===== src/rtl/ext_pipe_unit.sv =====
// ext_pipe_unit: registered multi-mode immediate extender for the MIPS-31 datapath.
// Covers the 5/16/18-bit extenders, LUI placement and the jump-target catenation.
// The result leaves through a main/skid register pair, so the unit sustains one
// result per cycle even when the consumer applies backpressure.
// Optional feature macro: EXT_PIPE_ILLEGAL_EN adds an out_err flag for modes 6/7.
module ext_pipe_unit #(
    parameter int OUT_WIDTH = 32,
    parameter int IN_WIDTH  = 26,
    parameter int TAG_WIDTH = 5
) (
    input  logic                 clk,
    input  logic                 rst,
    input  logic                 flush,
    input  logic                 in_valid,
    output logic                 in_ready,
    input  logic [2:0]           in_mode,
    input  logic [IN_WIDTH-1:0]  in_field,
    input  logic [OUT_WIDTH-1:0] in_pc,
    input  logic [TAG_WIDTH-1:0] in_tag,
    output logic                 out_valid,
    input  logic                 out_ready,
    output logic [OUT_WIDTH-1:0] out_data,
`ifdef EXT_PIPE_ILLEGAL_EN
    output logic                 out_err,
`endif
    output logic [TAG_WIDTH-1:0] out_tag
);

    typedef enum logic [1:0] {
        EMPTY = 2'd0,
        ONE   = 2'd1,
        TWO   = 2'd2
    } state_t;

    state_t                 state_reg;
    logic                   out_valid_reg;
    logic                   in_ready_reg;
    logic [OUT_WIDTH-1:0]   main_data_reg;
    logic [TAG_WIDTH-1:0]   main_tag_reg;
    logic [OUT_WIDTH-1:0]   skid_data_reg;
    logic [TAG_WIDTH-1:0]   skid_tag_reg;
`ifdef EXT_PIPE_ILLEGAL_EN
    logic                   main_err_reg;
    logic                   skid_err_reg;
`endif

    logic [OUT_WIDTH-1:0]   ext_data;
    logic                   ext_illegal;
    logic                   accept;
    logic                   unused_sink;

    // Low PC bits are replaced by the jump target and never consumed.
    assign unused_sink = ^{in_pc[27:0], in_field, ext_illegal};

    // in_ready is the registered copy, so acceptance never depends on out_ready combinationally.
    assign accept = in_valid && in_ready_reg;

    // Extension of the incoming field; start from zero and overlay the active bits so
    // that OUT_WIDTH=32 never needs a zero-width replication.
    always_comb begin
        ext_data    = '0;
        ext_illegal = 1'b0;
        case (in_mode)
            3'd0: ext_data[15:0] = in_field[15:0];
            3'd1: begin
                ext_data       = {OUT_WIDTH{in_field[15]}};
                ext_data[15:0] = in_field[15:0];
            end
            3'd2: ext_data[4:0] = in_field[4:0];
            3'd3: begin
                ext_data       = {OUT_WIDTH{in_field[15]}};
                ext_data[17:0] = {in_field[15:0], 2'b00};
            end
            3'd4: ext_data[31:16] = in_field[15:0];
            3'd5: begin
                ext_data[OUT_WIDTH-1:28] = in_pc[OUT_WIDTH-1:28];
                ext_data[27:0]           = {in_field[25:0], 2'b00};
            end
            default: ext_illegal = 1'b1;
        endcase
    end

    // Main/skid occupancy FSM; flush empties both entries and wins over every handshake.
    always_ff @(posedge clk or posedge rst) begin
        if (rst) begin
            state_reg     <= EMPTY;
            out_valid_reg <= 1'b0;
            in_ready_reg  <= 1'b1;
            main_data_reg <= '0;
            main_tag_reg  <= '0;
            skid_data_reg <= '0;
            skid_tag_reg  <= '0;
`ifdef EXT_PIPE_ILLEGAL_EN
            main_err_reg  <= 1'b0;
            skid_err_reg  <= 1'b0;
`endif
        end else if (flush) begin
            state_reg     <= EMPTY;
            out_valid_reg <= 1'b0;
            in_ready_reg  <= 1'b1;
        end else begin
            case (state_reg)
                EMPTY: begin
                    if (accept) begin
                        main_data_reg <= ext_data;
                        main_tag_reg  <= in_tag;
`ifdef EXT_PIPE_ILLEGAL_EN
                        main_err_reg  <= ext_illegal;
`endif
                        state_reg     <= ONE;
                        out_valid_reg <= 1'b1;
                    end
                end
                ONE: begin
                    if (accept && out_ready) begin
                        main_data_reg <= ext_data;
                        main_tag_reg  <= in_tag;
`ifdef EXT_PIPE_ILLEGAL_EN
                        main_err_reg  <= ext_illegal;
`endif
                    end else if (accept) begin
                        skid_data_reg <= ext_data;
                        skid_tag_reg  <= in_tag;
`ifdef EXT_PIPE_ILLEGAL_EN
                        skid_err_reg  <= ext_illegal;
`endif
                        state_reg     <= TWO;
                        in_ready_reg  <= 1'b0;
                    end else if (out_ready) begin
                        state_reg     <= EMPTY;
                        out_valid_reg <= 1'b0;
                    end
                end
                TWO: begin
                    if (out_ready) begin
                        main_data_reg <= skid_data_reg;
                        main_tag_reg  <= skid_tag_reg;
`ifdef EXT_PIPE_ILLEGAL_EN
                        main_err_reg  <= skid_err_reg;
`endif
                        state_reg     <= ONE;
                        in_ready_reg  <= 1'b1;
                    end
                end
                default: begin
                    state_reg     <= EMPTY;
                    out_valid_reg <= 1'b0;
                    in_ready_reg  <= 1'b1;
                end
            endcase
        end
    end

    assign in_ready  = in_ready_reg;
    assign out_valid = out_valid_reg;
    assign out_data  = main_data_reg;
    assign out_tag   = main_tag_reg;
`ifdef EXT_PIPE_ILLEGAL_EN
    assign out_err   = main_err_reg;
`endif

endmodule


===== config.mk =====
export PLATFORM = sky130hd
export DESIGN_NAME = ext_pipe_unit
export DESIGN_NICKNAME = d
export VERILOG_FILES = /design/src/rtl/ext_pipe_unit.sv
export SDC_FILE = /design/constraint.sdc
export NUM_CORES = 1
export LEC_CHECK = 0
export CORE_AREA = 3 3 95 97
export DETAILED_ROUTE_END_ITERATION = 10
export DIE_AREA = 0 0 98 100
export HOLD_SLACK_MARGIN = 0.1
export PLACE_DENSITY = 0.91
export SLEW_MARGIN = 40
export SYNTH_ARGS = -nofsm -noshare
export SYNTH_HDL_FRONTEND = slang
export SYNTH_SLANG_ARGS = --single-unit

===== constraint.sdc =====
create_clock -name clk -period 3.93 [get_ports clk]
set_input_delay 0.5895 -clock clk [delete_from_list [all_inputs] [get_ports clk]]
set_output_delay 0.5895 -clock clk [all_outputs]
set_load 0.005 [all_outputs]

# Yosys cells after proc, flatten, opt, wreduce, memory -nomap -nowiden
# Index checks and enable logic that the tools add are counted.
# W data, S select, Z words.
[word_totals]
register_bits = 78
output_inout_bits = 39
[classes]
n_eq_ne = 19
muxes = 29
bitwise_logic = 2
reduce_logical = 13
[op_table]
columns = ["op", "count"]
rows = [
  ["$mux W32", 3],
  ["$pmux W32 S3", 1],
  ["$pmux W16 S4", 1],
  ["$pmux W11 S2", 1],
  ["$ne A3 B3 Y1 const B", 6],
  ["$mux W5", 3],
  ["$pmux W5 S3", 1],
  ["$mux W2", 6],
  ["$reduce_and A4 Y1", 3],
  ["$ne A2 B2 Y1 const B", 5],
  ["$pmux W5 S2", 1],
  ["$reduce_and A5 Y1", 2],
  ["$mux W1", 9],
  ["$eq A3 B2 Y1 const B", 2],
  ["$eq A3 B3 Y1 const B", 2],
  ["$pmux W1 S3", 2],
  ["$pmux W2 S3", 1],
  ["$ne A4 B4 Y1 const B", 1],
  ["$reduce_or A2 Y1", 2],
  ["$eq A3 B1 Y1 const B", 1],
  ["$logic_not A3 Y1", 1],
  ["$reduce_bool A3 Y1", 1],
  ["$reduce_or A3 Y1", 1],
  ["$eq A2 B1 Y1 const B", 1],
  ["4 further kinds", 6],
]

# Depth between registers and ports, before layout
# Gate-level depths: netlist of run 1.
[depth]
word_depth = 5
ltp_mapped = 7

# Least setup slack after synthesis of run 1
# Ideal clock, no wire load.
[synth_path]
path_type = "in2reg"
from = "input port out_ready"
to = "register main_data_reg[4] (netlist: out_data[4])"
setup_ns = 0.127
t_arrival_ns = 1.574
required_ns = 3.803
setup_slack_ns = 2.229
cell_stages = 6
cell_sequence = "buf_2 and3b_1 o31ai_4 buf_6 buf_6 o21ai_0"
[synth_via]
elab_chain_cells = 3
word_cells_on_any_way = 4
classes_between = "eq/ne (2); reduce/logical (2)"
[synth_rtl]
columns = ["item", "line", "source"]
rows = [
  ["start, declared", "21", "input logic out_ready,"],
  ["$logic_and A1 B1 Y1", "115", "if (accept && out_ready) begin"],
  ["$ne A2 B2 Y1 (no source line)", "n/a", ""],
  ["$reduce_and A5 Y1 (no source line) *", "n/a", ""],
  ["end signal, assigned", "105", "main_data_reg <= ext_data;"],
  ["end signal, assigned", "116", "main_data_reg <= ext_data;"],
  ["end signal, assigned", "136", "main_data_reg <= skid_data_reg;"],
  ["end, declared", "38", "logic [OUT_WIDTH-1:0] main_data_reg;"],
]
# Mark *: on every way between the ends. The rest lies on a longest branch, timed or not.
# A chain may end at the register's enable or synchronous reset.

# Final worst setup path of run 1
[layout_path]
from = "input port in_mode[0]"
to = "register main_data_reg[26] (netlist: out_data[26])"
[layout_via]
elab_chain_cells = 4
word_cells_on_any_way = 8
classes_between = "eq/ne (4); mux (4)"
[layout_rtl]
columns = ["item", "line", "source"]
rows = [
  ["start, declared", "16", "input logic [2:0] in_mode,"],
  ["$eq A3 B3 Y1 (tied with other cells)", "n/a", ""],
  ["$pmux W16 S4 *", "63", "case (in_mode)"],
  ["$mux W32, on equally long branches", "115, 104", ""],
  ["$pmux W32 S3 *", "102", "case (state_reg)"],
]
# Mark *: on every way between the ends. The rest lies on a longest branch, timed or not. The select of a mux whose other input is x is not followed.

==> summary.md, run 1 <==
| Metric | Value |
|---|---|
| Post-synth net total | 508 |
| Starting density of the core | 49.7% |
| Clock-pin slew of the registers on the worst-case setup and hold paths | 80 ps |
| Vias post-DR | 3591 |
| GRT Util Overall | 21.4% |
| Yosys cell types | 45 |
| Crit path from | in_mode[0] |
| Post-CTS Hold Buffers | 0 |
| Reg2Reg Capture Point | out_data[28] |
| DR DRC count | 0 |
| Chip width | 98 um |
| N_diodes | 0 |
| Routability cong. | 0.861 |
| Met3 routed WL | 776 um |
| RSZ-0062 raised after global routing | no |
| Area of the multi-input gates | 1890 sq um |
| Seq/Total Area, Yosys | 47.8% |
| Final non-filler cell total | 608 |
| Layout area overhead | 22.9% |
| Synth top area share | 47.2% |
| Maximum Capacitance Violations | 0 |
| Initial antenna violation count | 0 |
| Setup Buffers After CTS | 0 |
| Tcrit/Tclk final | 61.1% |
| Post-cts resize count | 0 |
| FF/Latch Area | 1950 sq um |
| Number of I/O pins | 110 |
| Largest area contributor in the netlist | dfrtp_1 |
| Clock latency on the worst-skew pair | 350 ps |
| Largest net degree at the start of global routing | 75 |
| Worst Hold Class | register to register |
| Worst vdd ir | 0.273 mV |
| Critical Path Start Type | primary input |
| Crit-path max FO | 22 |
| Wirelength, routed | 10200 um |
| Primary FF master, synth | dfrtp_1 |
| Mapped Area | 4090 sq um |
| Async S/R FF share, synth | 100% |
| Dpl cell area | 4850 sq um |
| WL met1 | 4340 um |
| Clock Sinks | 78 |
| Rel. slew slack | 51.1% |
| Antenna Violating Nets Remaining | 0 |
| Worst Slack Setup Final | 1530 ps |
| Setup Crit Path Kind | primary input to register |
| Cts bufs inserted | 9 |
| Outcome | completed |
| Worst-Margin Slew | 732 ps |
| Post-synth EDFFs | 0 |
| Synthesis warning total | 0 |
| Grt total ovfl | 0 |
| Share of cells above drive strength 1 | 9.34% |
| Final Power | 2.19 mW |
| Post-synthesis register bit count | 78 |
| DRT iter0 DRCs | 335 |
| Fin. max-slew vios | 0 |
| IO buf count | 81 |
| Die height | 100 um |
| Final setup violating endpoints | 0 |
| Filler cells | 681 |
| Dpl ws | 1170 ps |
| DRT Pass-1 Iters | 5 |
| Final Hold Fails | 0 |
| Total core area | 8220 sq um |
| Worst hold slack | 480 ps |
| Cell total after placement | 593 |
| Count leader, synth | nand2_1 |
| Final Util | 61.1% |
| Top sig layer | met4 |
| Crit path to | out_data[26] |
| Register-to-register setup slack | 1910 ps |
| Pwr Density | 435 nW/um^2 |
| Hold path cells | 2 |
| Max H-tree Level | 3 |
| RR Startpoint | state_reg[1] |
| Worst EP arrival | 2610 ps |
| Clock Skews | 6.28 ps |
| Avg Inst Size Synth | 9.35 sq um |
| Root buffer cell | clkbuf_8 |
| HPWL Detailed | 6940 um |
| Endpoint class of the critical path | register |
| DIE AREA | 9800 sq um |
| Vias per inst | 5.91 |
| First-pass GRT wire length | 16800 um |
| Fin Setup TNS | 0 ps |
| Final Cell Area | 5020 sq um |
| Leakage power | 2.26 nW |
| Vias in the first global route | 3435 |
| Fin nets | 570 |
| Post-synth top cells | nand2_1 (105), dfrtp_1 (77), o21ai_0 (32) |
| Reg2Reg Depth | 4 |
| DR WL/cell | 16.7 um |
| Cell row count | 33 |
| Clock Path Buffers | 2 |
| Min Tclk post-route | 2400 ps |
| Ranking of synthesized cells by area | dfrtp_1 (47%), nand2_1 (9.6%), mux2i_1 (5.9%) |
| Routed wl met2 | 4900 um |
| Worst path required time | 4140 ps |
| Cell count after synthesis | 437 |
| Fmax achieved | 416 MHz |
| TritonCTS clock tree | yes |
## area by class of cell
cell class	count	area share, %
clock buffers	9	2.47
clock inverters	6	0.797
inverters	3	0.324
multi-input cells	319	37.7
flip-flops and latches	78	38.9
well taps	105	2.62
repair buffers	88	17.2
## cells by family after synthesis
family                 share of synthesized area [%]
and+or+nand+nor                                 23.3
DFF                                             47.8
AOI/OAI and AO/OA                               16.9
buffers and inverters                           6.09
muxes                                           5.88
## report_power, final
part	internal, mW	total [mW]	switching (mW)
registers	0.992	1.10	0.110
logic	0.315	0.558	0.243
clock network	0.224	0.526	0.302
## critical path, cell delays in order
cell and delay (ps):
clkdlybuf4s50_1 940, buf_4 410, mux2i_1 300, nor2_1 90, o22ai_1 150, o21ai_0 110
## worst min path at each step
stage                startpoint                to
6_report       skid_data_reg[2]  skid_data_reg[2]
5_1_grt        skid_data_reg[2]  skid_data_reg[2]
4_1_cts        skid_data_reg[2]  skid_data_reg[2]
3_5_place_dp   skid_data_reg[2]  skid_data_reg[2]
3_3_place_gp   skid_data_reg[4]  skid_data_reg[4]
2_1_floorplan   skid_tag_reg[0]   skid_tag_reg[0]
## cell usage in the layout (no fill, tap or decap), drive strengths merged, types with 15 or more instances in the layout
cell type,count
a21oi,15
o22a,15
clkdlybuf4s50,81
mux2i,24
o22ai,16
dfrtp,77
o21ai,39
nand2,106
nor2,28
## layer usage
metal | global-route usage [%] | vias up
met5 | 0 | -
met3 | 4.24 | 12
met2 | 34.7 | 168
li1 | - | 1659
met4 | 8.73 | 0
met1 | 28.2 | 1752
Power figures use the tool's default switching activity.
==> run 2: changes to the inputs <==
--- a/config.mk
+++ b/config.mk
@@ -5,11 +5,11 @@
 export SDC_FILE = /design/constraint.sdc
 export NUM_CORES = 1
 export LEC_CHECK = 0
-export CORE_AREA = 3 3 95 97
+export CORE_AREA = 3 3 101 103
 export DETAILED_ROUTE_END_ITERATION = 10
-export DIE_AREA = 0 0 98 100
+export DIE_AREA = 0 0 104 106
 export HOLD_SLACK_MARGIN = 0.1
-export PLACE_DENSITY = 0.91
+export PLACE_DENSITY = 0.85
 export SLEW_MARGIN = 40
 export SYNTH_ARGS = -nofsm -noshare
 export SYNTH_HDL_FRONTEND = slang
==> constraint.sdc (replaced) <==
create_clock -name clk -period 2 [get_ports clk]
set_input_delay 0.3 -clock clk [delete_from_list [all_inputs] [get_ports clk]]
set_output_delay 0.3 -clock clk [all_outputs]
set_load 0.005 [all_outputs]
==> summary.md, run 2 (synthesis results as in run 1) <==
| Metric | Value |
|---|---|
| Fin nets | 588 (was 570) |
| DR DRC count | 0 (unchanged) |
| Final non-filler cell total | 651 (was 608) |
| RSZ-0062 raised after global routing | no (unchanged) |
| Starting density of the core | 44.0% (was 49.7%) |
| Leading cell type in the layout, fill and taps excluded | nand2_1 (unchanged) |
| CP max stage cell | dfstp_2 (was clkdlybuf4s50_1) |
| Layout area overhead | 29.9% (was 22.9%) |
| Clock Sinks | 78 (unchanged) |
| Wirelength, routed | 10300 um (was 10200 um) |
| Rel. slew slack | 60.8% (was 51.1%) |
| Max incr delay on CP | 620 ps (was 940 ps) |
| CP Buf/Inv Count | 1 (was 2) |
| Vias in the first global route | 3475 (was 3435) |
| Largest net degree at the start of global routing | 59 (was 75) |
| Number of I/O pins | 110 (unchanged) |
| Reg2Reg Capture Point | out_data[2] (was out_data[28]) |
| Max H-tree Level | 3 (unchanged) |
| Worst Hold Class | primary input to async pin (was register to register) |
| Die height | 106 um (was 100 um) |
| Cell row count | 35 (was 33) |
| Worst-Margin Slew | 587 ps (was 732 ps) |
| Worst vdd ir | 0.506 mV (was 0.273 mV) |
| Initial antenna violation count | 0 (unchanged) |
| Critical Path Start Type | register (was primary input) |
| Pwr Density | 881 nW/um^2 (was 435 nW/um^2) |
| Final setup violating endpoints | 0 (unchanged) |
| Post-CTS Hold Buffers | 0 (unchanged) |
| Cts bufs inserted | 9 (unchanged) |
| Register-to-register setup slack | 200 ps (was 1910 ps) |
| Final Hold Fails | 0 (unchanged) |
| DIE AREA | 11000 sq um (was 9800 sq um) |
| TritonCTS clock tree | yes (unchanged) |
| Clock-pin slew of the registers on the worst-case setup and hold paths | 80 ps (about the same) |
| Antenna Violating Nets Remaining | 0 (unchanged) |
| Clock Skews | 7.72 ps (was 6.28 ps) |
| Worst path required time | 1700 ps (was 4140 ps) |
| Setup Buffers After CTS | 0 (unchanged) |
| Clock latency on the worst-skew pair | 350 ps (about the same) |
| Tcrit/Tclk final | 90.1% |
| Fin. max-slew vios | 0 (unchanged) |
| Endpoint class of the critical path | output port (was register) |
| Leakage power | 2.40 nW (was 2.26 nW) |
| Post-cts resize count | 0 (unchanged) |
| Total core area | 9280 sq um (was 8220 sq um) |
| Root buffer cell | clkbuf_8 (unchanged) |
| DR WL/cell | 15.9 um (was 16.7 um) |
| Cell total after placement | 635 (was 593) |
| Commonest non-fill, non-tap cells in the layout | nand2_1 (105), clkdlybuf4s50_1 (81), dfrtp_1 (77), o21ai_0 (32), nor2_1 (28) (was nand2_1 (105), clkdlybuf4s50_1 (81), dfrtp_1 (77), o21ai_0 (32), nor2_1 (27)) |
| IO buf count | 81 (unchanged) |
| HPWL Detailed | 7380 um (was 6940 um) |
| Worst EP arrival | 1500 ps (was 2610 ps) |
| Vias post-DR | 3555 (was 3591) |
| N_diodes | 0 (unchanged) |
| Maximum Capacitance Violations | 0 (unchanged) |
| Grt total ovfl | 0 (unchanged) |
| Chip width | 104 um (was 98 um) |
| Crit path cell chain | clkdlybuf4s50_1 (was clkdlybuf4s50_1, buf_4, mux2i_1, nor2_1, o22ai_1, o21ai_0) |
| Min Tclk post-route | 1800 ps |
| Reg2Reg Depth | 4 (unchanged) |
| RR Startpoint | state_reg[0] (was state_reg[1]) |
| DRT Pass-1 Iters | 5 (unchanged) |
| Fmax achieved | 555 MHz |
| Final Util | 57.2% (was 61.1%) |
| DRT iter0 DRCs | 230 (was 335) |
| Share of cells above drive strength 1 | 11.7% (was 9.34%) |
| Top Family by Delay on Critical Path | flip-flops (was buffers and inverters) |
| GRT Util Overall | 19.5% (was 21.4%) |
| Crit-path max FO | 8 (was 22) |
| Routability cong. | 0.837 (was 0.861) |
| Outcome | completed (unchanged) |
| Vias per inst | 5.46 (was 5.91) |
| Setup Crit Path Kind | register to output port (was primary input to register) |
| Clock Path Buffers | 2 (unchanged) |
| First-pass GRT wire length | 17500 um (was 16800 um) |
## run 2: cell count changes in the layout (fill, tap and decap cells not counted), sizes merged
cell | before | now
inv | 2 | 3
clkbuf | 9 | 12
clkinv | 6 | 1
bufinv | 0 | 2
buf | 7 | 25
## run 2: layout make-up
cell class,instances,area [sq um]
clock buffers,12,155
clock inverters,4,77.6
fillers,810,3980
inverters,3,15.0
multi-input cells,319,1880
flip-flops and latches,78,1950
well taps,129,161
repair buffers,106,1060
## run 2: power breakdown
part | switching, mW | total (mW) | internal [mW]
registers | 0.208 | 2.16 | 1.95
clock network | 0.597 | 1.38 | 0.779
logic | 0.487 | 1.14 | 0.655
## run 2: how the worst max path moves through the flow
| stage | start | to | cells after the start |
|---|---|---|---|
| global route | state_reg[0] | out_data[19] | 5 |
| detailed placement | in_valid | out_tag[3] | 5 |
| floorplan | in_ready | skid_data_reg[18] | 5 |
| global placement | in_mode[1] | out_data[10] | 7 |
| finish | in_ready | in_ready | 1 |
| CTS | in_ready | in_ready | 1 |
## run 2: worst register-to-register path, cell delays in order, from the launching register on
cell	delay [ps]
dfrtp_1	520
nand2b_1	530
buf_4	280
mux2i_1	240
o21ai_0	100
## run 2: routing by layer
| metal | share of wire [%] | wire, um | global-route usage [%] |
|---|---|---|---|
| met5 | 0 | 0 | 0 |
| met4 | 1.6 | 167 | 6.17 |
| met1 | 43 | 4490 | 26.9 |
| met2 | 47 | 4890 | 31.4 |
| met3 | 7.6 | 788 | 3.22 |
## run 2: stage by stage
| stage | area, sq um | hold slack [ps] | setup TNS, ps | worst slack (ps) | total power, mW |
|---|---|---|---|---|---|
| global placement | 5070 | 458 | 0 | 33.5 | 3.28 |
| floorplan | 4090 | 363 | 0 | 467 | 2.75 |
| detailed placement | 5070 | 463 | -31.0 | -13.8 | 3.34 |
| finish | 5310 | 309 | 0 | 199 | 4.67 |
| CTS | 5310 | 317 | 0 | 178 | 4.71 |
| global route | 5310 | 355 | 0 | 111 | 4.93 |
